**src/rtl/datapath_ctrl.sv**
```systemverilog
// datapath_ctrl: command sequencer that converts NOP/LDI/ADDI/MVZB commands
// into register load/drive strobes and immediate operands for a small datapath.
// The strobes and immediates are decoded from the FSM state and the latched
// command registers. They never depend on the live command inputs.
// Optional build macro DATAPATH_CTRL_SINGLE_STEP_EN adds a 'step' input. With
// it, every execute-state transition waits for step=1.
module datapath_ctrl #(
   parameter int IMM_W = 8
) (
   input  logic             clock,
   input  logic             clear,
`ifdef DATAPATH_CTRL_SINGLE_STEP_EN
   input  logic             step,
`endif
   input  logic             cmd_valid,
   output logic             cmd_ready,
   input  logic [1:0]       cmd_op,
   input  logic [IMM_W-1:0] cmd_imm,
   output logic             busy,
   output logic             done,
   output logic             RAin,
   output logic             RBin,
   output logic             RZin,
   output logic             RAout,
   output logic             RBout,
   output logic             RZout,
   output logic [IMM_W-1:0] AddImmediate,
   output logic [IMM_W-1:0] RegisterAimmediate,
   output logic [7:0]       cmd_count
);

   typedef enum logic [1:0] {
      IDLE = 2'd0,
      EX1  = 2'd1,
      EX2  = 2'd2
   } state_t;

   typedef enum logic [1:0] {
      OP_NOP  = 2'b00,
      OP_LDI  = 2'b01,
      OP_ADDI = 2'b10,
      OP_MVZB = 2'b11
   } op_t;

   state_t           state, state_nx;
   op_t              op_q;
   logic [IMM_W-1:0] imm_q;
   logic [7:0]       count_q;
   logic             advance;

`ifdef DATAPATH_CTRL_SINGLE_STEP_EN
   assign advance = step;
`else
   assign advance = 1'b1;
`endif

   assign busy      = ~cmd_ready;
   assign cmd_count = count_q;

   // State register, command latch and completion counter; clear has priority.
   // Clear overrides an in-flight done, so an aborted command never counts.
   always_ff @(posedge clock) begin
      // NOTE: every register here uses <= so all of them update from
      // pre-edge values, independent of the statement order.
      if (clear) begin
         state   <= IDLE;
         op_q    <= OP_NOP;
         imm_q   <= '0;
         count_q <= '0;
      end else begin
         state <= state_nx;
         if (cmd_ready && cmd_valid) begin
            op_q  <= op_t'(cmd_op);
            imm_q <= cmd_imm;
         end
         if (done) count_q <= count_q + 8'd1;
      end
   end

   // Next-state and output decode from registered state and the latched command.
   always_comb begin
      // NOTE: every output gets a default first. A path that assigns
      // nothing then holds 0 and does not infer a latch.
      state_nx           = state;
      cmd_ready          = 1'b0;
      done               = 1'b0;
      RAin               = 1'b0;
      RBin               = 1'b0;
      RZin               = 1'b0;
      RAout              = 1'b0;
      RBout              = 1'b0;
      RZout              = 1'b0;
      AddImmediate       = '0;
      RegisterAimmediate = '0;
      case (state)
         IDLE: begin
            cmd_ready = 1'b1;
            if (cmd_valid) state_nx = EX1;
         end
         EX1: begin
            case (op_q)
               OP_LDI: begin
                  RAin               = 1'b1;
                  RegisterAimmediate = imm_q;
               end
               OP_ADDI: begin
                  RAout        = 1'b1;
                  RZin         = 1'b1;
                  AddImmediate = imm_q;
               end
               OP_MVZB: begin
                  RZout = 1'b1;
                  RBin  = 1'b1;
               end
               default: ;
            endcase
            if (advance) begin
               // ADDI continues into EX2. All other opcodes finish here.
               if (op_q == OP_ADDI) begin
                  state_nx = EX2;
               end else begin
                  state_nx = IDLE;
                  done     = 1'b1;
               end
            end
         end
         EX2: begin
            RZout = 1'b1;
            RBin  = 1'b1;
            if (advance) begin
               state_nx = IDLE;
               done     = 1'b1;
            end
         end
         default: state_nx = IDLE;
      endcase
   end

endmodule

```
**config.mk**
```make
export PLATFORM = sky130hd
export DESIGN_NAME = datapath_ctrl
export DESIGN_NICKNAME = d
export VERILOG_FILES = /design/src/rtl/datapath_ctrl.sv
export SDC_FILE = /design/constraint.sdc
export NUM_CORES = 1
export LEC_CHECK = 0
export CAP_MARGIN = 20
export CORE_MARGIN = 2
export CORE_UTILIZATION = 44
export DETAILED_ROUTE_END_ITERATION = 8
export PLACE_DENSITY = 0.9
export RECOVER_POWER = 50
export SLEW_MARGIN = 40
export SYNTH_ARGS = -nofsm -noshare
export SYNTH_HDL_FRONTEND = slang
export SYNTH_SLANG_ARGS = --single-unit
```
**constraint.sdc**
```tcl
create_clock -name clock -period 3.3 [get_ports clock]
set_input_delay 0.66 -clock clock [delete_from_list [all_inputs] [get_ports clock]]
set_output_delay 0.66 -clock clock [all_outputs]
set_load 0.02 [all_outputs]
```
==> metrics <==
status finished, final reports clean; Setup-failing EPs final 0; WL final 2600 um; most frequent cells in the layout clkdlybuf4s50_1 (37), nand2_1 (27), dfxtp_1 (20); most common cell after layout, fill and taps aside clkdlybuf4s50_1; CTS tree built; leading area contributor after synthesis dfxtp_1; DR pass1 iterations 4; GP Congestion 0.737; vias in the first global route 991; hold buffers post-CTS 0; DRC violations left 0; Die W about 52 um; RSZ-0062 raised after global routing no; Pleak 0.000586 uW; highest clock rate 331 MHz; # port buffers 44; Num CTS Buffers 3; die height around 52 um; WP data arrival 2.36 ns; fin cells approximately 200; Peak VDD IR 0.000323 V; Area Overhead vs Synth 44.9%; Power Dens Cells between 300 and 400 mW/mm2; setup bufs post-CTS 0; Synthesized Nets between 100 and 150; total grt overflow 0; Post-DRT Antenna Nets 0; share of Yosys cell area claimed by the top area cell type between 30% and 40%; Slew headroom 49.2%; CTS Buffer Depth 2; H-tree levels 1; floorplan core area 0.00221 mm2; Ports 46; first-pass GRT wire length between 4000 and 5000 um; fillers 205; Synth cell types 24; Root Buffer clkbuf_4; skew final around 0.015 ns; pin count of the biggest net entering global routing 21; max_cap viols 0; Reg2Reg Setup Slack 1.36 ns; Seq/Total Area, Yosys 38.7%; Avg WL per Cell approximately 13 um; n_diodes 0; drt via density 5.15; Synth Instances about 130; post-cts sizing count 0; hold crit path type reg2reg; initial core utilization 46.7%; via count roughly 1k; GRT Total Usage 20.7%; Clock Pin Slew Worst Setup and Hold Paths 0.13 ns; Setup CP Type reg2out; crit share post-route 91.5%; Hold Fails Final Rpt 0; worst slew pin tran 0.759 ns; Clock Sinks 20; count of pins over their slew limit 0; Synth Warn # 0; nets@finish 190; crit path time final 3.02 ns; Startpoint Class register; area of the multi-input gates 551 um2; Post-DP HPWL between 1500 and 2000 um; drt initial violations 8; setup_tns 0 ns; Synth area leaders dfxtp_1 (39%), nand2_1 (9.8%), a21oi_1 (8.7%), and2_1 (6.1%), ha_1 (6.1%); layout cells sized above 1 7.60%; crit-path max FO 10; placed cell count 195; WHS 0.470 ns; Crit. End Element primary output; die footprint 0.00275 mm2; antenna violations before repair 0; WP data required 2.64 ns; #FFs+latches synth 20; Register Area 400 um2; Clock Latency Late Sink 0.32 ns; synthesized area 0.00103 mm2; floorplan row count 17; Mean Syn Cell Area 7.89 um2
[per-stage QoR]
stage                     setup slack, ns  area, um2  util, %  power [uW]
after detailed placement            0.662       1450     65.7         337
after floorplan                      1.18       1030        -         307
after global routing               0.0875       1500     67.7         559
final                               0.279       1500     67.7         536
after CTS                           0.294       1510     68.0         538
after global placement              0.762       1450     65.7         335
[synthesized netlist by cell type]
| library cell | number |
|---|---|
| nor3_1 | 1 |
| nand4_1 | 3 |
| and2_2 | 1 |
| ha_1 | 5 |
| and3_2 | 8 |
| xnor2_1 | 1 |
| o31ai_1 | 1 |
| nor2_1 | 3 |
| and2_1 | 10 |
| inv_1 | 5 |
| conb_1 | 1 |
| or4_1 | 1 |
| a21oi_1 | 18 |
| a31oi_1 | 1 |
| nand3_1 | 2 |
| dfxtp_1 | 20 |
| clkbuf_1 | 3 |
| o21a_4 | 1 |
| o21ai_0 | 6 |
| nor2b_1 | 2 |
| buf_6 | 2 |
| buf_4 | 3 |
| nand2_1 | 27 |
| or3_1 | 6 |
[worst paths after layout]
check / endpoint / depth (start not counted) / from
worst max-delay path: RegisterAimmediate[3] / 6 / state[1]
worst min-delay path: imm_q[1] / 2 / imm_q[1]
worst max register to register: cmd_count[7] / 6 / state[0]
worst min register to register: imm_q[1] / 2 / imm_q[1]
[sequential cells by signal, summed over array words and instances (netlist names)]
| signal | flops |
|---|---|
| cmd_count | 8 |
| imm_q | 8 |
| op_q | 2 |
| state | 2 |
[report_power, final]
group | internal, uW | switching, uW
combinational | 33.0 | 39.3
sequential | 251 | 7.57
clock | 123 | 81.9
total | 407 | 129
[area by class of cell]
type                    count  area share, %
multi-input cells          98           36.8
repair buffers             44           29.4
flip-flops and latches     20           26.7
well taps                  28           2.34
clock inverters             1           2.01
clock buffers               3           1.50
inverters                   5           1.25
[worst max-delay path, stage by stage (launching register included)]
cell and delay, ns:
dfxtp_1 0.34, inv_1 0.11, ha_1 0.33, nand2_1 0.10, nor2_1 0.37, and2_1 0.19
clkdlybuf4s50_1 0.60
[cell families (layout without fill, tap and decap cells)]
| group | after synthesis | in the layout | share of synthesized area, % |
|---|---|---|---|
| simple gates | 64 | 64 | 32.3 |
| compound gates | 27 | 27 | 14.4 |
| flops | 20 | 20 | 38.7 |
| buf+inv | 13 | 53 | 7.26 |
| fa+ha+maj | 5 | 5 | 6.05 |
| other cells | 1 | 1 | 0.363 |
| xor+xnor | 1 | 1 | 0.848 |
[metal layers]
layer	vias up	wire (um)	global-route usage [%]
met3	4	141	2.86
met2	37	1300	38.5
li1	517	-	-
met4	0	45	10.3
met1	467	1110	22.5
met5	-	0	0
(Power assumes the default switching activity.)
